--- src/rtl/snake_move_ctrl.sv ---
// Game-tick sequencer for the snake body FIFO: builds the initial body, then on
// each tick computes the next head, checks the walls and drives push/pop strobes.
module snake_move_ctrl #(
  parameter int GRID_W   = 80,
  parameter int GRID_H   = 60,
  parameter int XW       = 7,
  parameter int YW       = 6,
  parameter int START_X  = 40,
  parameter int START_Y  = 30,
  parameter int INIT_LEN = 4
) (
  input  logic              iCLK,
  input  logic              iRST_N,
  input  logic              iTick,
  input  logic              iUpButton,
  input  logic              iDownButton,
  input  logic              iLeftButton,
  input  logic              iRightButton,
  input  logic              iGrow,
  input  logic              iRestart,
  input  logic              iBufFull,
  input  logic              iBufEmpty,
  input  logic [XW+YW-1:0]  iBufOut,
  output logic [XW+YW-1:0]  oBufIn,
  output logic              oWrEn,
  output logic              oRdEn,
  output logic              oFifoRst,
  output logic [XW-1:0]     oHeadX,
  output logic [YW-1:0]     oHeadY,
  output logic [XW-1:0]     oTailX,
  output logic [YW-1:0]     oTailY,
  output logic              oTailValid,
  output logic [XW+YW-1:0]  oLength,
  output logic [1:0]        oDir,
  output logic              oDead,
  output logic              oBusy,
  output logic [2:0]        dbg_state
);

  localparam int LW = XW + YW;

  localparam logic [1:0] DIR_UP    = 2'b11;
  localparam logic [1:0] DIR_DOWN  = 2'b00;
  localparam logic [1:0] DIR_LEFT  = 2'b10;
  localparam logic [1:0] DIR_RIGHT = 2'b01;

  localparam logic [XW-1:0] X_START = XW'(START_X);
  localparam logic [YW-1:0] Y_START = YW'(START_Y);
  localparam logic [XW-1:0] X_MAX   = XW'(GRID_W - 1);
  localparam logic [YW-1:0] Y_MAX   = YW'(GRID_H - 1);
  localparam logic [XW-1:0] X_FIRST = XW'(START_X - INIT_LEN + 1);
  localparam logic [LW-1:0] K_LAST  = LW'(INIT_LEN - 1);

  typedef enum logic [2:0] {
    FLUSH, INIT, IDLE, CALC, POP, TAIL, PUSH, DEAD
  } state_t;

  state_t          state;
  logic [XW-1:0]   head_x, nxt_x_q, nxt_x, tail_x;
  logic [YW-1:0]   head_y, nxt_y_q, nxt_y, tail_y;
  logic [LW-1:0]   length, k_q, buf_in;
  logic [1:0]      dir_q, pend_dir, btn_dir;
  logic            wr_en, rd_en, fifo_rst, tail_valid, dead;
  logic            grow_pending, popped, wall, btn_hit, dir_ok;
  logic [3:0]      sync1, sync2, sync3, btn_edge;

  // Button order {up, down, left, right}; sync3 is the previous synchronised value.
  always_ff @(posedge iCLK or negedge iRST_N) begin
    if (!iRST_N) begin
      sync1 <= '0;
      sync2 <= '0;
      sync3 <= '0;
    end else begin
      sync1 <= {iUpButton, iDownButton, iLeftButton, iRightButton};
      sync2 <= sync1;
      sync3 <= sync2;
    end
  end

  assign btn_edge = sync2 & ~sync3;

  always_comb begin
    btn_hit = 1'b1;
    btn_dir = DIR_RIGHT;
    if (btn_edge[3])      btn_dir = DIR_UP;
    else if (btn_edge[2]) btn_dir = DIR_DOWN;
    else if (btn_edge[1]) btn_dir = DIR_LEFT;
    else if (btn_edge[0]) btn_dir = DIR_RIGHT;
    else                  btn_hit = 1'b0;
  end

  // The direction encoding makes a reversal exactly the bitwise complement.
  assign dir_ok = btn_hit && (btn_dir != ~dir_q);

  always_comb begin
    nxt_x = head_x;
    nxt_y = head_y;
    wall  = 1'b0;
    case (pend_dir)
      DIR_UP: begin
        if (head_y == '0) wall = 1'b1;
        else              nxt_y = head_y - YW'(1);
      end
      DIR_DOWN: begin
        if (head_y >= Y_MAX) wall = 1'b1;
        else                 nxt_y = head_y + YW'(1);
      end
      DIR_LEFT: begin
        if (head_x == '0) wall = 1'b1;
        else              nxt_x = head_x - XW'(1);
      end
      default: begin
        if (head_x >= X_MAX) wall = 1'b1;
        else                 nxt_x = head_x + XW'(1);
      end
    endcase
  end

  always_ff @(posedge iCLK or negedge iRST_N) begin
    if (!iRST_N) begin
      state        <= FLUSH;
      wr_en        <= 1'b0;
      rd_en        <= 1'b0;
      fifo_rst     <= 1'b0;
      tail_valid   <= 1'b0;
      buf_in       <= '0;
      head_x       <= X_START;
      head_y       <= Y_START;
      nxt_x_q      <= X_START;
      nxt_y_q      <= Y_START;
      tail_x       <= '0;
      tail_y       <= '0;
      length       <= '0;
      k_q          <= '0;
      dir_q        <= DIR_RIGHT;
      pend_dir     <= DIR_RIGHT;
      dead         <= 1'b0;
      grow_pending <= 1'b0;
      popped       <= 1'b0;
    end else begin
      wr_en      <= 1'b0;
      rd_en      <= 1'b0;
      fifo_rst   <= 1'b0;
      tail_valid <= 1'b0;
      if (dir_ok) pend_dir <= btn_dir;
      if (iGrow)  grow_pending <= 1'b1;

      case (state)
        FLUSH: begin
          fifo_rst <= 1'b1;
          k_q      <= '0;
          state    <= INIT;
        end
        // Body is laid out left of the start cell so the last push is the head.
        INIT: begin
          wr_en  <= 1'b1;
          buf_in <= {Y_START, X_FIRST + k_q[XW-1:0]};
          k_q    <= k_q + LW'(1);
          length <= length + LW'(1);
          if (k_q == K_LAST) state <= IDLE;
        end
        IDLE: begin
          if (iTick) state <= CALC;
        end
        CALC: begin
          dir_q   <= pend_dir;
          nxt_x_q <= nxt_x;
          nxt_y_q <= nxt_y;
          buf_in  <= {nxt_y, nxt_x};
          if (wall) begin
            dead  <= 1'b1;
            state <= DEAD;
          end else if (grow_pending && !iBufFull) begin
            grow_pending <= 1'b0;
            popped       <= 1'b0;
            wr_en        <= 1'b1;
            state        <= PUSH;
          end else begin
            popped <= !iBufEmpty;
            rd_en  <= !iBufEmpty;
            state  <= POP;
          end
        end
        POP: begin
          if (popped) begin
            state <= TAIL;
          end else begin
            wr_en <= 1'b1;
            state <= PUSH;
          end
        end
        TAIL: begin
          tail_y     <= iBufOut[LW-1:XW];
          tail_x     <= iBufOut[XW-1:0];
          tail_valid <= 1'b1;
          wr_en      <= 1'b1;
          state      <= PUSH;
        end
        // Body grows whenever nothing was popped (grow, or pop skipped on empty).
        PUSH: begin
          head_x <= nxt_x_q;
          head_y <= nxt_y_q;
          if (!popped) length <= length + LW'(1);
          state  <= IDLE;
        end
        DEAD: begin
          if (iRestart) begin
            head_x       <= X_START;
            head_y       <= Y_START;
            dir_q        <= DIR_RIGHT;
            pend_dir     <= DIR_RIGHT;
            grow_pending <= 1'b0;
            length       <= '0;
            dead         <= 1'b0;
            state        <= FLUSH;
          end
        end
        default: state <= FLUSH;
      endcase
    end
  end

  assign oBufIn     = buf_in;
  assign oWrEn      = wr_en;
  assign oRdEn      = rd_en;
  assign oFifoRst   = fifo_rst;
  assign oHeadX     = head_x;
  assign oHeadY     = head_y;
  assign oTailX     = tail_x;
  assign oTailY     = tail_y;
  assign oTailValid = tail_valid;
  assign oLength    = length;
  assign oDir       = dir_q;
  assign oDead      = dead;
  assign oBusy      = (state != IDLE) && (state != DEAD);
  assign dbg_state  = state;

endmodule

--- config.mk ---
export PLATFORM = sky130hd
export DESIGN_NAME = snake_move_ctrl
export DESIGN_NICKNAME = d
export VERILOG_FILES = /design/src/rtl/snake_move_ctrl.sv
export SDC_FILE = /design/constraint.sdc
export NUM_CORES = 1
export LEC_CHECK = 0
export CELL_PAD_IN_SITES_DETAIL_PLACEMENT = 1
export CELL_PAD_IN_SITES_GLOBAL_PLACEMENT = 2
export CORE_UTILIZATION = 31
export CTS_BUF_LIST = sky130_fd_sc_hd__clkbuf_4 sky130_fd_sc_hd__clkbuf_8
export CTS_CLUSTER_DIAMETER = 40
export DETAILED_ROUTE_END_ITERATION = 10
export PLACE_DENSITY_LB_ADDON = 0.1
export SETUP_SLACK_MARGIN = 0.1
export SLEW_MARGIN = 40
export SYNTH_ARGS = -nofsm -noshare
export SYNTH_HDL_FRONTEND = slang
export SYNTH_SLANG_ARGS = --single-unit
--- constraint.sdc ---
create_clock -name iCLK -period 2.3 [get_ports iCLK]
set_clock_uncertainty 0.15 [all_clocks]
set_input_delay 0.345 -clock iCLK [delete_from_list [all_inputs] [get_ports iCLK]]
set_output_delay 0.345 -clock iCLK [all_outputs]
set_load 0.02 [all_outputs]
Yosys cells after proc, flatten, opt, wreduce, memory -nomap -nowiden
Cells that the tools add are included.
W data, S select, Z words.
{"block": "word_totals", "regBits": 104, "input_bits": 24, "out_inout_bits": 63, "wordCells": 131}
{"block": "classes", "addsub": 7, "order_cmp": 2, "eq_ne": 18, "mux": 56, "bitwise_logic": 4, "n_reduce_logical": 22}
{"operator": "$pmux W13 S2", "n": 2}
{"operator": "$pmux W13 S3", "n": 1}
{"operator": "$pmux W7 S2", "n": 2}
{"operator": "$add A13 B1 Y13 const B", "n": 2}
{"operator": "$mux W13", "n": 2}
{"operator": "$pmux W3 S8", "n": 1}
{"operator": "$pmux W6 S2", "n": 2}
{"operator": "$mux W1", "n": 22}
{"operator": "$mux W7", "n": 3}
{"operator": "$mux W2", "n": 10}
{"operator": "$mux W6", "n": 3}
{"operator": "$eq A13 B2 Y1 const B", "n": 1}
{"operator": "$eq A3 B3 Y1 const B", "n": 4}
{"operator": "$ne A2 B2 Y1 const B", "n": 5}
{"operator": "$mux W3", "n": 3}
{"operator": "$reduce_and A3 Y1", "n": 3}
{"operator": "$reduce_bool A2 Y1", "n": 4}
{"operator": "$add A6 B7 Y7 const A", "n": 1}
{"operator": "$add A7 B1 Y7 const B", "n": 1}
{"operator": "$ge A7 B7 Y1 const B", "n": 1}
{"operator": "$logic_not A7 Y1", "n": 1}
{"operator": "$sub A7 B1 Y7 const B", "n": 1}
{"operator": "$add A6 B1 Y6 const B", "n": 1}
{"operator": "$eq A3 B2 Y1 const B", "n": 2}
{"operator": "other kinds (22)", "n": 31}

Depth between registers and ports, before layout
{"block": "depth", "depth_word": 10, "mapped_depth": 8, "depth_no_buf": 7}

Worst setup path before layout
Ideal clock, no wire load.
{"block": "synth_path", "kind": "register to register", "start": "register head_x[0] (netlist: oHeadX[0])", "end": "register buf_in[0] (netlist: oBufIn[0])", "arrival_ns": 2.257, "setup_slack_ns": -0.231, "stages_incl_launch_ff": 9, "synth_period_minus_slack_ns": 2.531, "cell_sequence": "dfrtp_1 > clkbuf_1 > inv_1 > ha_1 > or4b_4 > or3_1 > a32oi_1 > o22ai_1 > a211o_1"}
{"block": "synth_between", "elab_chain_len": 4, "elab_cells_between_ends": 8, "classes_between": "add/sub: 2; order compare: 1; mux: 4; reduce/logical: 1"}
{"item": "start: declaration", "line_no": "59", "text": "logic [XW-1:0] head_x, nxt_x_q, nxt_x, tail_x;"}
{"item": "start signal: assignment", "line_no": "201", "text": "head_x <= nxt_x_q;"}
{"item": "$add A7 B1 Y7 (tied with other cells)", "line_no": "114", "text": "else nxt_x = head_x + XW'(1);"}
{"item": "$mux W7, on equally long branches", "line_no": "113, 109"}
{"item": "$pmux W7 S2 *", "line_no": "99", "text": "case (pend_dir)"}
{"item": "$pmux W13 S2 *", "line_no": "148", "text": "case (state)"}
{"item": "end signal: assignment", "line_no": "157", "text": "buf_in <= {Y_START, X_FIRST + k_q[XW-1:0]};"}
{"item": "end signal: assignment", "line_no": "169", "text": "buf_in <= {nxt_y, nxt_x};"}
{"item": "end: declaration", "line_no": "61", "text": "logic [LW-1:0] length, k_q, buf_in;"}
Mark *: on every way between the ends. The rest lies on a longest branch, timed or not.
A chain may end at the register's enable or synchronous reset.

Final worst setup path
{"block": "layout_path", "start": "register head_x[0] (netlist: oHeadX[0])", "end": "register buf_in[1] (netlist: oBufIn[1])"}
The elaborated chain is that of the path after synthesis.

==> summary.md <==
| Metric | Value |
|---|---|
| Worst-skew pair later-pin latency | `0.40 ns` |
| CTS max path bufs | `2` |
| Nets@finish | `757` |
| Largest net degree at the start of global routing | `between 40 and 50` |
| Hold crit path type | `flip-flop to flip-flop` |
| Initial antenna violation count | `0` |
| Core area | `approximately 0.017 mm2` |
| Critical Path RT | `2.49 ns` |
| Slowest-stage cell, CP | `or4b_4` |
| Die Footprint | `0.0181 mm2` |
| Final setup vio count | `0` |
| Leak pwr | `between 3 and 4 nW` |
| WHS | `0.211 ns` |
| Residual DRC count | `1` |
| Share of layout cells above drive strength 1 | `between 10% and 20%` |
| Vias in the first global route | `~5000` |
| Slew headroom | `61.5%` |
| CTS H-tree depth | `3` |
| Avg Inst Size Synth | `just under 9 um2` |
| CP endpoint kind | `flip-flop` |
| Worst path top cell family by delay | `simple AND/OR/NAND/NOR gates` |
| Primary FF master, synth | `dfrtp_1` |
| Cell variety after synth | `65` |
| Via density | `~5.2` |
| Antenna Nets Post-Route | `0` |
| Synth warn | `0` |
| Worst VDD drop | `around 0.00053 V` |
| Via count | `a little under 5000` |
| Least-Margin Pin Slew | `0.578 ns` |
| Dpl cell area | `roughly 0.0068 mm2` |
| Final Slew Violations | `0` |
| Top-Level Pins | `slightly below 90` |
| Initial drt markers | `~330` |
| Site Rows | `48` |
| Crit-path max cell delay | `0.49 ns` |
| Mapped Cells | `608` |
| GPL Wtd Cong | `around 0.85` |
| Ys async rst share | `100%` |
| Diodes inserted | `0` |
| CP max FO | `5` |
| WL final | `between 15000 and 20000 um` |
| DIE WIDTH | `roughly 130 um` |
| Failing checks | `design-rule violations` |
| Worst slack, placed | `-0.0333 ns` |
| EDFF count, synth | `0` |
| Reg2reg setup slack | `roughly 0.024 ns` |
| Final hold viol count | `0` |
| Die span in y | `~130 um` |
| 1st-pass router iterations | `7` |
| Post-DP HPWL | `11900 um` |
| Finished Core Util | `about two fifths` |
| Grt ovf | `0` |
| PwrDens | `between 1000 and 1500 mW/mm2` |
| Global-route wire length before repair | `about 27000 um` |
| Crit-path cells | `clkinv_4 > ha_4 > or4b_4 > nor3_2 > o21ai_0 > a31oi_1 > a211o_1` |
| Period utilization | `between 90% and 100%` |
| Root Buffer | `clkbuf_8` |
| Status | `finished with violations` |
| Clock transition at path regs | `0.12 ns` |
| Port bufs | `86` |
| Worst setup SP type | `flip-flop` |
| Flops & latches, synth | `104` |
| CTS tree | `yes` |
| Initial core utilization | `between 30% and 40%` |
| Slack of the critical path | `~0.024 ns` |
| RSZ-0062 raised after global routing | `true` |
| Number of buffers created by CTS | `9` |
| MaxCap Viol Count | `0` |
| Synth Cell Area | `0.00544 mm2` |
| Gr usage total | `around a fifth` |
| CP Buf/Inv Count | `1` |
| Routed length per instance | `17.5 um` |
| Worst EP arrival | `approximately 2.5 ns` |
| Fmax | `~0.44 GHz` |
| Minimum clock period | `approximately 2.3 ns` |
| Area Growth Syn to Fin | `32.6%` |
| Post-layout instance area | `slightly above 0.007 mm2` |
| Critical path class | `flip-flop to flip-flop` |
| Sequential area share after synthesis | `about half` |
| Overall power | `around 10 mW` |
| Clock sinks | `104` |
| Syn nets | `about 650` |
power by group:
group          total [mW]  switching (mW)  internal [mW]
clock network        1.26           0.730          0.527
logic                5.70            3.24           2.46
registers            3.16           0.588           2.57
flip-flops by register name, indices dropped and copies added, names as in the netlist, 6 cells and up:
name and cells:
oTailX 7, oLength 13, oBufIn 13, k_q 13, oHeadX 7, nxt_y_q 6
nxt_x_q 7, oTailY 6, oHeadY 6
worst paths after layout:
| kind | startpoint | to | depth (start not counted) |
|---|---|---|---|
| max | oHeadX[0]$_DFFE_PN0P_ | oBufIn[1]$_DFFE_PN0P_ | 7 |
| min | sync1[3]$_DFF_PN0_ | sync2[3]$_DFF_PN0_ | 0 |
| max reg2reg | oHeadX[0]$_DFFE_PN0P_ | oBufIn[1]$_DFFE_PN0P_ | 7 |
| min reg2reg | sync1[3]$_DFF_PN0_ | sync2[3]$_DFF_PN0_ | 0 |
| max in group asynchronous | iRST_N | oHeadY[2]$_DFFE_PN1P_ | 3 |
| min in group asynchronous | iRST_N | oBufIn[10]$_DFFE_PN0P_ | 2 |
cells in the mapped netlist (all sizes together) (4+ instances only):
master    n  area share, %
nand2   115            7.9
nor2     65            4.5
a21o     10            1.4
buf       7           0.83
xnor2    15            2.4
a31oi    13            1.5
dfrtp    90             41
nand3    27            2.5
nand2b   10            1.1
nand4     8           0.92
nor2b     8           0.92
o21ai    32            2.9
mux2i    10            1.8
dfstp    14            6.8
clkbuf   30            2.1
and3     11            1.3
o211ai    6           0.83
nor4      7            1.1
o31ai     7           0.97
a21oi    17            1.6
ha       13            3.0
inv      16            1.1
or2       4           0.46
nor3     13            1.2
metal layers:
layer | vias up | GRT usage (%) | wire (um)
met1 | 2471 | 26.7 | 8090
li1 | 2345 | - | -
met5 | - | 0 | 0
met4 | 0 | 4.74 | 173
met2 | 95 | 30.2 | 7560
met3 | 14 | 4.58 | 796
repair_timing:
action / CTS / global route
resized for setup: 9 / 31
endpoints found under the hold margin: 31 / 0
endpoints found under the setup margin: 18 / 30
gates cloned: 0 / 0
buffers inserted: 2 / 2
hold buffers: 1 / 0
pin swaps: 3 / 8
cells in the final DEF (no fill, tap or decap), drive strengths merged, types with 3 or more instances in the layout:
master and count:
nand2b 10, mux2 3, nor3 13, a31oi 13
nor2 65, xor2 3, nor2b 8, nand4 8
or2 4, clkinv 3, clkdlybuf4s50 74, buf 52
a211oi 3, xnor2 15, ha 13, inv 18
dlymetal6s2s 5, dlygate4sd2 6, nand3 27, o22ai 3
nor4 7, or3 3, o21ai 32, clkbuf 9
a21o 10, a21oi 17, dfstp 14, o211ai 6
and3 11, mux2i 10, nand2 115, o31ai 7
dfrtp 90
area by class of cell:
class / count / area (um2)
well taps: 225 / 282
clock inverters: 7 / 86.3
fillers: 1963 / 10000
flip-flops and latches: 104 / 2620
multi-input cells: 451 / 2750
clock buffers: 9 / 124
repair buffers: 138 / 1280
inverters: 16 / 65.1
worst register-to-register path: cells and delay by family, from the launching register on:
family / cells / cell delay, ns
AO/OA/AOI/OAI: 3 / 0.63
adder cells (fa/ha/maj): 1 / 0.11
AND/OR/NAND/NOR: 2 / 0.83
flip-flops: 1 / 0.44
buffers and inverters: 1 / 0.06
through the flow:
step | instances | setup TNS [ns]
3_3_place_gp | 929 | 0
3_5_place_dp | 929 | -0.0333
6_report | 950 | 0
5_1_grt | 950 | -0.279
4_1_cts | 948 | -0.0547
2_1_floorplan | 608 | -0.0824
kinds of logic after synthesis:
family	synth area share [%]
AOI/OAI and AO/OA	15.2
xor gates and xnor gates	2.90
adders and majority gates	2.99
buffers and inverters	4.00
DFF	48.1
muxes	2.46
and+or+nand+nor	24.4
No activity file was read; power rests on OpenSTA's default activity.
==> edit 1 (config.mk and constraints unchanged) <==
`XW`: 7 -> 14.
--- a/src/rtl/snake_move_ctrl.sv
+++ b/src/rtl/snake_move_ctrl.sv
@@ -5,3 +5,3 @@
   parameter int GRID_H   = 60,
-  parameter int XW       = 7,
+  parameter int XW       = 14,
   parameter int YW       = 6,
Interface: changed (5 resized); port bits go from 87 to 122. The function was not compared with the original's and may differ.
==> edit 1 against the unedited design <==
The flow finishes with violations (setup timing); final area rose by 56%; sequential cell count rose by 42; sequential power rose by 28%; cell count rose by 49%; power rose by 44%; critical path depth rose by 2; worst setup slack got worse by 0.25 ns; via count rose by 50%; maximum frequency fell by 9.8%; synthesized area rose by 37%; wire length rose by 71%; synthesized cell count rose by 36%; critical endpoint unchanged; largest cell class unchanged.
==> edit 1: results (changes against the unedited design) <==
outcome:
  outcome: "finished with violations"
  violations: "setup timing"
yosys:
  ys_seq_area_share_pct: 49.26  # +1.1 points
  synth_area_per_cell_sq_um: 9.044  # +1.1%
  syn_nets: 867  # +34%
  ys_top_cells_by_count: "nand2_1, dfrtp_1, nor2_1, o21ai_0, a21oi_1"
cells_and_area:
  regArea_sq_um: 3689  # +41%
global_routing:
  met2_usage_pct: 39.94  # +9.7 points
  grt_pass1_vias: 7839  # +55%
  use_met1_pct: 30.12  # +3.4 points
  grt_pass1_wl_mm: 44.00  # +61%
drt:
  wl_per_cell_microns: 20.03  # +15%
  vias: 7381  # +50%
  via_per_inst: 5.213  # +0.55%
  dr.pass1.iters: 5  # -2
  drt_iter0_drc: 338  # +1.5%
placed_design:
  dp.cells: 1352  # +46%
  place_ws_ns: -0.2125  # -0.1792 ns
  port_buffers: 121  # +41%
clocking:
  path_clk_slew_ns: 0.09  # -0.03 ns
  cts_buffers: 17  # +8
  clk_latency_ns: 0.45  # +0.05 ns
  postCtsSetupBuffers: 19  # +17
setup_path:
  reg2reg_depth: 9  # +2
  slowest_delay_ns: 0.56  # +0.07 ns
  crit_arrival_ns: 2.76  # +0.29 ns
  critPathSlowestCell: "or4_4"
timing:
  layout_setup_ws_ns: -0.2227  # -0.2467 ns
  whs_ns: 0.1824  # -0.02832 ns
  min_period_ns: 2.523  # +0.2467 ns
  finalSetupViolations: 32  # +32
hold_path:
  hold_depth: 1  # +1
power:
  p_leak_nw: 4.913  # +54%
  peakVddDrop_mv: 0.6133  # +17%
[edit 1: kinds of logic (layout without fill, tap and decap cells)]
kind of cell / after synthesis / in the layout / synth area share, %
XOR/XNOR: 31 / 31 / 3.643
AND/OR/NAND/NOR: 364 / 364 / 23.05
flip-flops: 146 / 146 / 49.26
adder cells (fa/ha/maj): 12 / 12 / 2.015
buffers and inverters: 71 / 344 / 3.794
multiplexers: 6 / 6 / 0.8227
AO/OA/AOI/OAI: 194 / 194 / 17.41
[edit 1: worst register-to-register path: cells and delay by family (launching register included)]
family | cells | cell delay, ns
and+or+nand+nor | 3 | 1.13
buffers and inverters | 3 | 0.45
DFF | 1 | 0.41
AOI/OAI and AO/OA | 3 | 0.32
[edit 1: final cells by class]
class | instances | area share, %
multi-input combinational | 607 | 36.18
sequential | 146 | 32.76
timing repair buffer | 291 | 23.16
tap | 319 | 3.544
clock buffer | 19 | 2.322
clock inverter | 13 | 1.256
inverter | 21 | 0.7889
[edit 1: power by group through the flow]
stage	registers [mW]	clock network [mW]	logic, mW
floorplan	4.52	0	3.06
global placement	4.00	0	6.99
detailed placement	4.04	0	7.15
CTS	4.01	2.17	7.75
global route	4.15	2.25	8.98
finish	4.05	2.08	8.41
[edit 1: metal layers]
layer  vias to the layer above  routed length [microns]
met5                         -                        0
met4                         0                      268
met3                        17                      806
met2                       114                    14590
met1                      3831                    12690
li1                       3419                        -
[edit 1: metrics by stage]
step,TNS (ns),util (%)
3_3_place_gp,-2.435,42.41
4_1_cts,-1.527,46.07
2_1_floorplan,-0.02859,-
3_5_place_dp,-4.224,42.41
6_report,-2.849,47.83
5_1_grt,-5.631,47.83
==> edit 2 (config.mk and constraints unchanged) <==
Made on the original files. Register the input `iUpButton` before use, cleared by the reset. The logic sees it one clock later. The other inputs are not delayed to match.
--- a/src/rtl/snake_move_ctrl.sv
+++ b/src/rtl/snake_move_ctrl.sv
@@ -57,2 +57,12 @@
 
+  logic iUpButton_q;
+
+  always_ff @(posedge iCLK or negedge iRST_N) begin
+    if (!iRST_N) begin
+      iUpButton_q <= '0;
+    end else begin
+      iUpButton_q <= iUpButton;
+    end
+  end
+
   state_t          state;
@@ -73,3 +83,3 @@
     end else begin
-      sync1 <= {iUpButton, iDownButton, iLeftButton, iRightButton};
+      sync1 <= {iUpButton_q, iDownButton, iLeftButton, iRightButton};
       sync2 <= sync1;
Formal check against the unedited RTL: not equivalent (Yosys sat finds a counterexample within 10 cycles, from zero or initial values and one cycle with iRST_N low).
==> edit 2 against the unedited design <==
Synthesized cell count decreased by 8.7%; sequential cell count is 1 higher; power is 5.9% lower; worst setup slack gained 0.078 ns; critical path type unchanged; wire length down 2.2%; via count decreased by 5.0%; final area is 2.4% lower; synthesized area is 1.6% lower.
==> edit 2: results (changes against the unedited design) <==
placed_design:
  dp.cells: 872  # -6.1%
  dp_hpwl_mm: 11.61  # -2.8%
  place.gp.congestion: 0.8482  # -0.14%
  place_ws_ns: 0.03028  # +0.06355 ns
  dpl_cell_area_sq_um: 6676  # -2.2%
timing:
  max_slew_margin_pct: 64.33  # +2.9 points
yosys:
  synth-xor-area-share_pct: 2.453  # -0.44 points
  synth_cells: 555  # -8.7%
  synth_area_leaders: "dfrtp_1, dfstp_2, nand2_1"
  synth_adder_area_share_pct: 2.803  # -0.19 points
  synth_compound_area_share_pct: 17.61  # +2.5 points
  ys_seq_area_share_pct: 49.38  # +1.2 points
  syn_nets: 591  # -8.4%
  synth.distinct_cells: 68  # +4.6%
  synthMuxAreaShare_pct: 1.191  # -1.3 points
drt:
  via_per_inst: 5.201  # +0.33%
  wl_met1_mm: 7.459  # -7.8%
  drt_iter0_drc: 273  # -18%
  wl_per_cell_microns: 18.06  # +3.2%
  dr.pass1.iters: 4  # -3
  wl_met3_microns: 592  # -26%
  dr_wl_met2_mm: 7.991  # +5.8%
  vias: 4681  # -5.0%
global_routing:
  grt_max_degree: 62  # +51%
  met2_usage_pct: 32.61  # +2.4 points
  grt_use_met3_pct: 3.044  # -1.5 points
  grt_pass1_vias: 5036  # -0.12%
  grt_pass1_wl_mm: 26.69  # -2.1%
  grt_usage_pct: 19.05  # -0.21 points
  use_met1_pct: 24.64  # -2.1 points
cells_and_area:
  num-fill-cells: 1887  # -3.9%
  drive_gt1_share_pct: 18.38  # +1.6 points
  final_nets: 711  # -6.1%
power:
  p_leak_nw: 3.025  # -5.4%
  p_sw_mw: 4.195  # -8.0%
  power.total_mw: 9.519  # -5.9%
  pg_clk_mw: 1.15  # -9%
  peakVddDrop_mv: 0.4265  # -19%
  p_comb_share_pct: 55.3  # -1.1 points
clocking:
  ctsResizeCount: 7  # -2
  postCtsSetupBuffers: 8  # +6
hold_path:
  hold_path_class: "input port to asynchronous set/reset pin"
setup_path:
  slowest_delay_ns: 0.60  # +0.11 ns
  crit_arrival_ns: 2.33  # -0.14 ns
  critPathSlowestCell: "dfstp_2"
outcome:
  outcome: "completed"
edit 2: worst paths after layout:
| kind | to | slack, ns | cells after the start |
|---|---|---|---|
| worst max-delay path | grow_pending | 0.10 | 7 |
| worst min-delay path | oLength[11] | 0.21 | 2 |
| worst max register to register | grow_pending | 0.10 | 7 |
| worst min register to register | sync1[3] | 0.21 | 0 |
| max in group asynchronous | nxt_x_q[3] | 1.06 | 3 |
| min in group iCLK | sync1[3] | 0.21 | 0 |
edit 2: layout make-up:
| cell class | count | area, sq um | share of cell area [%] |
|---|---|---|---|
| flip-flops and latches | 105 | 2653 | 37.68 |
| well taps | 220 | 275.3 | 3.910 |
| repair buffers | 139 | 1276 | 18.13 |
| multi-input cells | 404 | 2586 | 36.74 |
| inverters | 16 | 60.06 | 0.8532 |
| clock buffers | 10 | 137.6 | 1.955 |
| clock inverters | 6 | 51.30 | 0.7288 |
